[config.mk]
export PLATFORM = sky130hd
export DESIGN_NAME = rca_acc_32bit
export DESIGN_NICKNAME = d
export VERILOG_FILES = /design/src/rtl/rca_pkg.sv /design/src/rtl/rca_32bit.sv /design/src/rtl/rca_acc_32bit.sv
export SDC_FILE = /design/constraint.sdc
export NUM_CORES = 1
export LEC_CHECK = 0
export CAP_MARGIN = 25
export CORE_MARGIN = 3
export CORE_UTILIZATION = 55
export CTS_CLUSTER_SIZE = 30
export DETAILED_ROUTE_END_ITERATION = 10
export GPL_ROUTABILITY_DRIVEN = 1
export PLACE_DENSITY = 0.91
export SLEW_MARGIN = 25
export SYNTH_ARGS = -nofsm -noshare
export SYNTH_HDL_FRONTEND = slang
export SYNTH_SLANG_ARGS = --single-unit
[constraint.sdc]
create_clock -name clk -period 15.59 [get_ports clk]
set_input_delay 3.118 -clock clk [delete_from_list [all_inputs] [get_ports clk]]
set_output_delay 3.118 -clock clk [all_outputs]
set_load 0.01 [all_outputs]
[src/rtl/rca_pkg.sv]
// Shared encodings for the ripple-carry accumulator: data width, opcodes, FSM states.
// Also holds the registered command type passed from the handshake stage into execution.
package rca_pkg;

  localparam int DATA_W = 32;

  localparam logic [1:0] OP_ADD   = 2'b00;
  localparam logic [1:0] OP_SUB   = 2'b01;
  localparam logic [1:0] OP_LOAD  = 2'b10;
  localparam logic [1:0] OP_CLEAR = 2'b11;

  localparam logic [1:0] ST_IDLE = 2'd0;
  localparam logic [1:0] ST_EXEC = 2'd1;
  localparam logic [1:0] ST_RESP = 2'd2;

  typedef struct packed {
    logic [1:0]        op;
    logic [DATA_W-1:0] dat;
  } cmd_t;

endpackage

[src/rtl/rca_32bit.sv]
// Combinational 32-bit ripple-carry adder built from explicit full-adder cells.
// Zero latency, no flow control; carry_start feeds bit 0 so SUB can add ~b + 1.
module rca_32bit
  import rca_pkg::*;
(
  input  logic [DATA_W-1:0] a,
  input  logic [DATA_W-1:0] b,
  input  logic              carry_start,
  output logic [DATA_W-1:0] sum,
  output logic              carry
);

  logic [DATA_W:0] c;

  assign c[0] = carry_start;

  for (genvar gi = 0; gi < DATA_W; gi++) begin : g_fa
    assign sum[gi]  = a[gi] ^ b[gi] ^ c[gi];
    assign c[gi+1]  = (a[gi] & b[gi]) | (c[gi] & (a[gi] ^ b[gi]));
  end

  assign carry = c[DATA_W];

endmodule

[src/rtl/rca_acc_32bit.sv]
// Accumulator with ADD/SUB/LOAD/CLEAR over a ripple-carry adder; one command in flight.
// Accept at edge N -> out_valid after N+2; result held in RESP until out_ready; in_ready only in IDLE.
module rca_acc_32bit
  import rca_pkg::*;
#(
  parameter int CNT_W = 8
) (
  input  logic              clk,
  input  logic              rst_n,
  input  logic              in_valid,
  output logic              in_ready,
  input  logic [1:0]        in_op,
  input  logic [DATA_W-1:0] in_data,
  output logic              out_valid,
  input  logic              out_ready,
  output logic [DATA_W-1:0] acc,
  output logic              carry,
  output logic              ovf,
  output logic [CNT_W-1:0]  op_count
);

  logic [1:0]        state;
  logic              exec_ph;
  cmd_t              cmd_q;
  logic [DATA_W-1:0] add_b;
  logic              add_cin;
  logic [DATA_W-1:0] add_sum;
  logic              add_cout;
  logic [DATA_W-1:0] sum_q;
  logic              cout_q;

  assign in_ready  = (state == ST_IDLE);
  assign out_valid = (state == ST_RESP);

  // SUB is acc + ~operand + 1; carry-out of 0 then means a borrow occurred.
  always_comb begin
    add_b   = cmd_q.dat;
    add_cin = 1'b0;
    if (cmd_q.op == OP_SUB) begin
      add_b   = ~cmd_q.dat;
      add_cin = 1'b1;
    end
  end

  rca_32bit u_rca (
    .a           (acc),
    .b           (add_b),
    .carry_start (add_cin),
    .sum         (add_sum),
    .carry       (add_cout)
  );

  always_ff @(posedge clk or negedge rst_n) begin
    if (!rst_n) begin
      state    <= ST_IDLE;
      exec_ph  <= 1'b0;
      cmd_q    <= '0;
      sum_q    <= '0;
      cout_q   <= 1'b0;
      acc      <= '0;
      carry    <= 1'b0;
      ovf      <= 1'b0;
      op_count <= '0;
    end else begin
      case (state)
        ST_IDLE: begin
          if (in_valid) begin
            cmd_q.op  <= in_op;
            cmd_q.dat <= in_data;
            exec_ph   <= 1'b0;
            state     <= ST_EXEC;
            if (in_op == OP_CLEAR) op_count <= '0;
            else                   op_count <= op_count + CNT_W'(1);
          end
        end
        ST_EXEC: begin
          // First EXEC cycle gives the ripple chain a full period; the second commits.
          if (!exec_ph) begin
            sum_q   <= add_sum;
            cout_q  <= add_cout;
            exec_ph <= 1'b1;
          end else begin
            state <= ST_RESP;
            case (cmd_q.op)
              OP_ADD: begin
                acc   <= sum_q;
                carry <= cout_q;
                if (cout_q) ovf <= 1'b1;
              end
              OP_SUB: begin
                acc   <= sum_q;
                carry <= cout_q;
                if (!cout_q) ovf <= 1'b1;
              end
              OP_LOAD: begin
                acc   <= cmd_q.dat;
                carry <= 1'b0;
              end
              default: begin
                acc   <= '0;
                carry <= 1'b0;
                ovf   <= 1'b0;
              end
            endcase
          end
        end
        ST_RESP: begin
          if (out_ready) state <= ST_IDLE;
        end
        default: state <= ST_IDLE;
      endcase
    end
  end

endmodule

==> run summary <==
status -> finished clean
synthesized flop and latch total -> 112
Lkg Pwr -> 2.98 nW
synth unique cells -> 40
post-synthesis compound-gate area fraction -> 12.5%
DPL Wire Length -> 8.71 mm
RSZ-0062 raised after global routing -> false
chip width -> 106 um
Max IR drop VDD -> 0.157 mV
adder-cell area share of the yosys netlist -> 11.4%
pwr dens -> 248 nW/um2
final wirelength -> 12.9 mm
fmax -> 0.0702 GHz
H-tree depth -> 3
Fill cells -> 685
slowest cell on the critical path -> dfrtp_1
Die Y -> 106 um
CTS tree -> done
final hold vios -> 0
Ant. Diodes -> 0
CP Max Fanout -> 21
GRT overflow -> 0
GPL Wtd Cong -> 0.819
Mapped Area -> 5550 um2
io pins -> 82
Post-DRT Antenna Nets -> 0
clock slew at reported path FFs -> 0.11 ns
largest net degree at the start of global routing -> 79
Final WS setup -> 1.34 ns
maxcap violations -> 0
largest cells by area after synthesis -> dfrtp_1 50%, fa_1 11%, nand2_1 7.5%
Initial Utilization -> 56.8%
hold_buf cts -> 0
total CTS buffers -> 9
post-synthesis sequential area ratio -> 50.5%
Avg Inst Size Synth -> 10.1 um2
Synth Area in XOR/XNOR -> 5.05%
Most common cell on crit path -> fa_1
Tcrit/Tclk final -> 91.4%
Arr. time, crit path -> 14.54 ns
Syn Inst Count -> 549
simple-gate share of the synthesized area -> 14.7%
top cell type's share of synthesized area -> 50.5%
1st-pass router iterations -> 5
DR iter-0 viols -> 412
Ys Warns -> 0
main combinational cell family by area after synthesis -> simple AND/OR/NAND/NOR gates
WS Path Type -> register to register
CTS resizes -> 0
clock root cell -> clkbuf_8
Primary FF master, synth -> dfrtp_1
global-route wire length before repair -> 21.8 mm
vias in the first global route -> 4554
share of layout cells above drive strength 1 -> 4.87%
Hold Path Class -> register to register
initial antenna violation count -> 0
largest area contributor in the netlist -> dfrtp_1
area grow syn2layout -> 20.3%
die area -> 11300 um2
Vias/cell -> 5.75
crit path buf inv count -> 3
Placement Setup Slack -> 1.47 ns
Total Nets Final -> 681
Via Count -> 4306
mux cell area share after synthesis -> 0.586%
drt wl/cell -> 17.2 um
Setup crit end kind -> register
Port Buffers -> 81
drt drc -> 0
CP delay by family, top -> adder cells
crit start category -> register
Post-synth EDFFs -> 0
CTS Sinks -> 112
CP required -> 15.87 ns
final instance area -> 6680 um2
clk_lat worst skew -> 0.40 ns
Area after DPL -> 6460 um2
fin. max-slew vios -> 0
clock skew -> 0.0272 ns
setup TNS -> 0 ns
Cell Rows -> 36
asr flop ratio synth -> 100%
crit-path max cell delay -> 0.70 ns
final worst path period need -> 14.25 ns
Core Box Area -> 9770 um2
# Post-CTS Setup Buffers -> 0
Net Count, Synth -> 619
aggregate global-route resource usage -> 24.3%
Max-Slew Margin vs Limit -> 52.4%
CTS Buffer Depth -> 2
Worst-Margin Slew -> 0.714 ns
final setup violation count -> 0
-- registers in the layout, summed over array words and instances (netlist names) --
name	cells
ovf	1
state	2
op_count	8
cmd_q	34
carry	1
acc	32
sum_q	32
cout_q	1
exec_ph	1
-- through the flow --
stage                     util (%)  std cells  total power, mW  hold WS, ns
after global routing          68.4        749             1.80        0.560
after detailed placement      66.1        733             1.46        0.504
after global placement        65.9        732             1.38        0.490
final                         68.4        749             1.66        0.534
after CTS                     68.3        749             1.65        0.533
after floorplan                  -        549             1.14        0.481
-- cell type report --
class                           instances  area, um2  area share (%)
Tap cell                              133        166            2.49
Timing Repair Buffer                   88        885            13.2
Multi-Input combinational cell        362       2470            37.0
Inverter                               38        143            2.13
Clock buffer                           10        138            2.06
Clock inverter                          6       72.6            1.09
Sequential cell                       112       2800            41.9
-- logic make-up after synthesis --
group | count (synthesis)
multiplexers | 3
adder cells (fa/ha/maj) | 32
buffers and inverters | 75
XOR/XNOR | 32
AND/OR/NAND/NOR | 180
flip-flops | 112
AO/OA/AOI/OAI | 115
-- tightest hold or removal path: stages, from the launching register on --
cell,delay [ns]
dfrtp_1,0.39
nand2_1,0.06
nand2_1,0.06
-- power by group --
| part | internal [mW] | switching (mW) |
|---|---|---|
| logic | 0.420 | 0.488 |
| registers | 0.433 | 0.128 |
| clock network | 0.0808 | 0.106 |
| total | 0.934 | 0.722 |
-- path summary, 6_finish.rpt --
kind                       slack, ns  cells after the start  startpoint        end
max                             1.34                     37   cmd_q[32]  sum_q[31]
min                             0.53                      2    cmd_q[1]   cmd_q[1]
max reg2reg                     1.34                     37   cmd_q[32]  sum_q[31]
min reg2reg                     0.53                      2    cmd_q[1]   cmd_q[1]
max in group asynchronous      11.89                      2       rst_n   state[0]
min in group asynchronous       2.65                      1       rst_n  sum_q[19]
-- per-layer routing --
| layer | GRT usage (%) | part of all wire, % | vias up |
|---|---|---|---|
| met5 | 0 | 0 | - |
| met4 | 8.86 | 2.1 | 0 |
| met3 | 4.61 | 5.9 | 26 |
| met2 | 40.6 | 51 | 179 |
| met1 | 31.8 | 41 | 2181 |
| li1 | - | - | 1920 |
-- Yosys cell counts (2+ instances only) --
cell,number
buf_2,5
nand3_1,4
nand2_1,111
o21ai_0,11
or3_1,3
xnor2_1,30
a21oi_1,65
nor3b_1,2
a211oi_1,15
or4_1,2
a221oi_1,14
nor2_1,33
a22oi_1,2
inv_1,37
clkbuf_1,27
and3b_1,16
nor2b_1,2
mux2_2,2
o31ai_1,3
xor2_1,2
fa_1,31
dfrtp_1,112
buf_1,3
-- layout by cell type (no fill, tap or decap), types with 3 or more instances in the layout --
cell type        netlist  final
o21ai_0               11     11
fa_1                  31     31
inv_1                 37     37
buf_4                  0      6
o31ai_1                3      3
inv_6                  0      3
clkdlybuf4s50_1        0     80
dfrtp_1              112    112
nand3_1                4      4
a211oi_1              15     15
nor2_1                33     33
a221oi_1              14     14
or3_1                  3      3
a21oi_1               65     65
xnor2_1               30     30
nand2_1              111    111
clkbuf_8               0     10
and3b_1               16     16
(Power assumes the default switching activity.)
==> patch 1: new RTL, config.mk and constraints unchanged <==
Set the parameter `CNT_W` to 12 (it was 8).
--- a/src/rtl/rca_acc_32bit.sv
+++ b/src/rtl/rca_acc_32bit.sv
@@ -3,7 +3,7 @@
 module rca_acc_32bit
   import rca_pkg::*;
 #(
-  parameter int CNT_W = 8
+  parameter int CNT_W = 12
 ) (
   input  logic              clk,
   input  logic              rst_n,
Ports: changed (resized op_count); port bits go from 82 to 86. No check against the original RTL was run, so the function may have changed too.
==> patch 1 against the original RTL <==
  * Design area up 10%
  * Routed wire length rose by 16%
  * Synthesized area rose by 4.4%
  * Setup slack gained 0.080 ns
  * Utilization grew 5.1 points
  * Sequential cell count is 4 higher
  * Combinational power increased by 2%
  * Total power is 15% higher
==> patch 1: results (changes against the original RTL) <==
sequential area share after synthesis=0.501 (-0.00387); max_cap viols=0 (unchanged); final antenna-violating net count=0 (unchanged); crit path max fanout=30 (+43%); TritonCTS buffer count=17 (+8); drt pass-1 iters=5 (unchanged); share of post-route cells with drive strength above 1=0.0744 (+0.0257); first-pass GRT wire length=24,300 um (+12%); VDD IR max=0.000104 V (-34%); post-CTS setup buffers=0 (unchanged); top flop regs=cmd_q x34, acc x32, sum_q x32; Port Buf Inserts=85 (+4.9%); Least-Margin Pin Slew=0.875 ns (+0.161 ns); Overall Global Routing Usage=0.272 (+0.0297); DP Worst Slack=1.53 ns (+0.0579 ns); Lkg Pwr=3.23 nW (+8.4%); dpl hpwl=9190 um (+5.5%); worst hold path cell count=1 (-1); DRT iter0 DRCs=384 (-6.8%); vias in the first global route=4,941 (+8.5%); fin nets=716 (+5.1%); top area cells in the synthesized netlist=dfrtp_1 (50%), fa_1 (11%), nand2_1 (7.4%); Synth Net Count=639 (+3.2%); status=completed; largest net degree at the start of global routing=65 (-18%); Worst path max stage delay=0.82 ns (+0.12 ns); # H-tree levels=4 (+1); wire per inst=18.9 um (+9.8%); Net Sw Frac=0.405 (-0.0308); Worst-Skew Late Latency=0.53 ns (+0.13 ns); synth unique cells=40 (unchanged); worst r2r path cells=37 (unchanged); skew final=0.00983 ns (-0.0174 ns); CP max-delay cell=dfrtp_1; top cells by count, synth=dfrtp_1 (116), nand2_1 (114), a21oi_1 (63); Post-synth ARST share=1.00 (unchanged); CTS max path bufs=2 (unchanged); Resized Gates After CTS=0 (unchanged); final RePlAce weighted congestion=0.864 (+5.5%); initial antenna violation count=0 (unchanged); clock root cell=clkbuf_8; Most used DFF post-synth=dfrtp_1; HP Class=reg2reg; vias per cell=5.91 (+2.8%); ant diodes=0 (unchanged); CTS clk-pin slew, worst paths=0.06 ns (-0.05 ns); YS warnings=0 (unchanged)
patch 1: critical path: cells and delay by family (launching register included):
family                     cells  cell delay [ns]
muxes                          1             0.28
DFF                            1             0.82
buffers and inverters          4             0.69
xor gates and xnor gates       1             0.16
adders and majority gates     30            11.79
and+or+nand+nor                1             0.31
patch 1: cell type report:
type,instances,area (um2)
Sequential cell,116,2900
Fill cell,612,2650
Multi-Input combinational cell,382,2600
Timing Repair Buffer,92,901
Clock buffer,24,490
Tap cell,133,166
Clock inverter,8,145
Inverter,37,139
patch 1: stage by stage:
| stage | area [um2] | utilization | instances | power, W | hold WS [ns] |
|---|---|---|---|---|---|
| after global placement | 6710 | 0.671 | 760 | 0.00138 | 0.492 |
| final | 7350 | 0.735 | 792 | 0.00191 | 0.526 |
| after detailed placement | 6710 | 0.671 | 760 | 0.00146 | 0.496 |
| after global routing | 7350 | 0.735 | 792 | 0.00205 | 0.533 |
| after CTS | 7350 | 0.735 | 792 | 0.00191 | 0.518 |
| after floorplan | 5800 | - | 569 | 0.00114 | 0.473 |
patch 1: routing by layer:
layer,share of wire,routed length [um],vias up,GRT usage
met2,0.49,7250,240,0.428
met5,0,0,-,0
met3,0.073,1100,67,0.0870
li1,-,-,2030,-
met1,0.40,5990,2342,0.339
met4,0.040,597,0,0.144
patch 1: power groups by stage:
stage	sequential, W	combinational [W]	clock (W)
finish	0.000572	0.000921	0.000416
global route	0.000586	0.00102	0.000434
CTS	0.000568	0.000920	0.000419
detailed placement	0.000566	0.000891	0
global placement	0.000556	0.000819	0
floorplan	0.000550	0.000589	0
patch 1: final timing paths:
kind	startpoint	to	slack, ns
setup / recovery	cmd_q[32]	sum_q[31]	1.42
max in group asynchronous	rst_n	acc[13]	11.70
setup reg to reg	cmd_q[32]	sum_q[31]	1.42
hold reg to reg	sum_q[16]	sum_q[16]	0.53
min in group asynchronous	rst_n	cmd_q[20]	2.63
hold / removal	sum_q[16]	sum_q[16]	0.53
patch 1: kinds of logic after synthesis:
kind of cell	after synthesis	synth area share
buffers and inverters	71	0.0527
DFF	116	0.501
AOI/OAI and AO/OA	106	0.110
adders and majority gates	32	0.109
and+or+nand+nor	201	0.161
xor gates and xnor gates	40	0.0604
muxes	3	0.00561
==> patch 2: new RTL, config.mk and constraints unchanged <==
Without the edit above. Register the output `op_count` once more; this adds one clock of latency there. The other outputs are not delayed to match.
--- a/src/rtl/rca_acc_32bit.sv
+++ b/src/rtl/rca_acc_32bit.sv
@@ -18,6 +18,8 @@
   output logic              ovf,
   output logic [CNT_W-1:0]  op_count
 );
+
+  logic [CNT_W-1:0] op_count_s0;
 
   logic [1:0]        state;
   logic              exec_ph;
@@ -60,7 +62,7 @@
       acc      <= '0;
       carry    <= 1'b0;
       ovf      <= 1'b0;
-      op_count <= '0;
+      op_count_s0 <= '0;
     end else begin
       case (state)
         ST_IDLE: begin
@@ -69,8 +71,8 @@
             cmd_q.dat <= in_data;
             exec_ph   <= 1'b0;
             state     <= ST_EXEC;
-            if (in_op == OP_CLEAR) op_count <= '0;
-            else                   op_count <= op_count + CNT_W'(1);
+            if (in_op == OP_CLEAR) op_count_s0 <= '0;
+            else                   op_count_s0 <= op_count_s0 + CNT_W'(1);
           end
         end
         ST_EXEC: begin
@@ -112,5 +114,9 @@
     end
   end
 
+  always_ff @(posedge clk) begin
+    op_count <= op_count_s0;
+  end
+
 endmodule
 
Function: changed (Yosys sat finds a counterexample within 4 cycles, from zero or initial values and one cycle with rst_n low).
==> patch 2 against the original RTL <==
  * Via count increased by 2.9%
  * Setup slack improved by 0.13 ns
  * Sequential cell count increased by 8
  * Synthesized area increased by 2.9%
  * Critical endpoint unchanged
  * Routed wire length increased by 5.6%
  * First-iteration DRC count increased by 3.4%
  * Global-route usage increased by 1.3 points
  * Total power increased by 15%
  * Combinational power increased by 2%
  * Design area increased by 7.6%
  * Highest routed layer unchanged
==> patch 2: results (changes against the original RTL) <==
status=completed; DRT iter0 DRCs=426 (+3.4%); worst hold path cell count=0 (-2); HP Class=reg2reg; dpl hpwl=8520 um (-2.2%); VDD IR max=0.000192 V (+22%); TritonCTS buffer count=17 (+8); Arrival @ worst endpoint=14.53 ns (about the same); Worst path max stage delay=0.74 ns (+0.04 ns); skew final=0.00850 ns (-0.0187 ns); first-pass GRT wire length=23,100 um (+6.2%); hold wc startpoint=op_count_s0[7]; Worst-Skew Late Latency=0.52 ns (+0.12 ns); fillers=651 (-5.0%); top cells by count, synth=dfrtp_1 (112), nand2_1 (111), a21oi_1 (65); crit path max fanout=30 (+43%); drt pass-1 iters=7 (+2); largest net degree at the start of global routing=69 (-13%); post-CTS setup buffers=0 (unchanged); Post-synth ARST share=0.933 (-0.0667); # H-tree levels=4 (+1); final RePlAce weighted congestion=0.844 (+3.1%); vias per cell=5.75 (about the same); CP max-delay cell=dfrtp_1; DP Worst Slack=1.63 ns (+0.158 ns); synth unique cells=41 (+2.5%); Lkg Pwr=3.22 nW (+7.8%); fin nets=695 (+2.1%); Least-Margin Pin Slew=0.836 ns (+0.122 ns); CTS max path bufs=2 (unchanged); hold path endpoint=op_count[7]; vias in the first global route=4,681 (+2.8%); r2r startpoint=cmd_q[32]; Port Buf Inserts=81 (unchanged); initial antenna violation count=0 (unchanged); top flop regs=cmd_q x34, acc x32, sum_q x32; final wirelength=13,600 um (+5.6%); share of post-route cells with drive strength above 1=0.0721 (+0.0234); worst r2r path cells=37 (unchanged); CTS clk-pin slew, worst paths=0.06 ns (-0.05 ns); reg-to-reg setup timing slack=1.46 ns (+0.13 ns); Synth Net Count=627 (+1.3%); top area cells in the synthesized netlist=dfrtp_1 (49%), fa_1 (11%), nand2_1 (7.3%); final hold vios=0 (unchanged); Overall Global Routing Usage=0.256 (+0.0130); sequential area share after synthesis=0.519 (+0.0139); Resized Gates After CTS=0 (unchanged); reg2reg end=sum_q[31]
[patch 2: changes by cell type after synthesis]
| cell | unedited run | this run |
|---|---|---|
| dfxtp_1 | 0 | 8 |
[patch 2: critical path: cells and delay by family, from the launching register on]
| family | cells | cell delay (ns) |
|---|---|---|
| muxes | 1 | 0.27 |
| xor gates and xnor gates | 1 | 0.16 |
| buffers and inverters | 4 | 0.68 |
| adders and majority gates | 30 | 11.83 |
| DFF | 1 | 0.74 |
| and+or+nand+nor | 1 | 0.30 |
[patch 2: cell type report]
cell class | instances | share of cell area
clock buffer | 17 | 0.0576
tap | 133 | 0.0232
sequential | 120 | 0.412
inverter | 38 | 0.0198
multi-input combinational | 362 | 0.345
timing repair buffer | 86 | 0.118
clock inverter | 15 | 0.0247
[patch 2: through the flow]
step	hold WS, ns	utilization	area, um2	power, W	cells
2_1_floorplan	0.368	-	5710	0.00117	557
3_3_place_gp	0.393	0.662	6590	0.00141	739
3_5_place_dp	0.392	0.662	6590	0.00148	739
4_1_cts	0.411	0.722	7180	0.00191	771
5_1_grt	0.430	0.722	7190	0.00206	771
6_report	0.416	0.722	7190	0.00191	771
[patch 2: where the power goes]
part,switching (W),leakage [nW],internal [W],total (W)
Clock,0.000146,0.288,0.000244,0.000390
Combinational,0.000501,1.55,0.000420,0.000921
Sequential,0.000134,1.38,0.000463,0.000596
[patch 2: worst max path at each step]
stage / from / endpoint / slack, ns
global placement: cmd_q[32] / sum_q[31] / 2.12
detailed placement: cmd_q[32] / sum_q[31] / 1.63
finish: cmd_q[32] / sum_q[31] / 1.46
global route: cmd_q[32] / sum_q[31] / 1.03
CTS: cmd_q[32] / sum_q[31] / 1.47
floorplan: cmd_q[33] / sum_q[31] / 2.48
[patch 2: kinds of logic (layout without fill, tap and decap cells)]
family / count (synthesis) / in the layout / synth area share
xor+xnor: 32 / 32 / 0.0491
compound gates: 115 / 115 / 0.121
flops: 120 / 120 / 0.519
buf+inv: 75 / 156 / 0.0519
simple gates: 180 / 180 / 0.143
mux: 3 / 3 / 0.00569
fa+ha+maj: 32 / 32 / 0.111
[patch 2: routing by layer]
metal  wire (um)  track usage  up-vias  part of all wire
met5           0            0        -                 0
met4         369        0.114        0             0.027
met3         879       0.0516       41             0.065
met2        6870        0.415      212              0.51
met1        5460        0.336     2206              0.40
li1            -            -     1973                 -
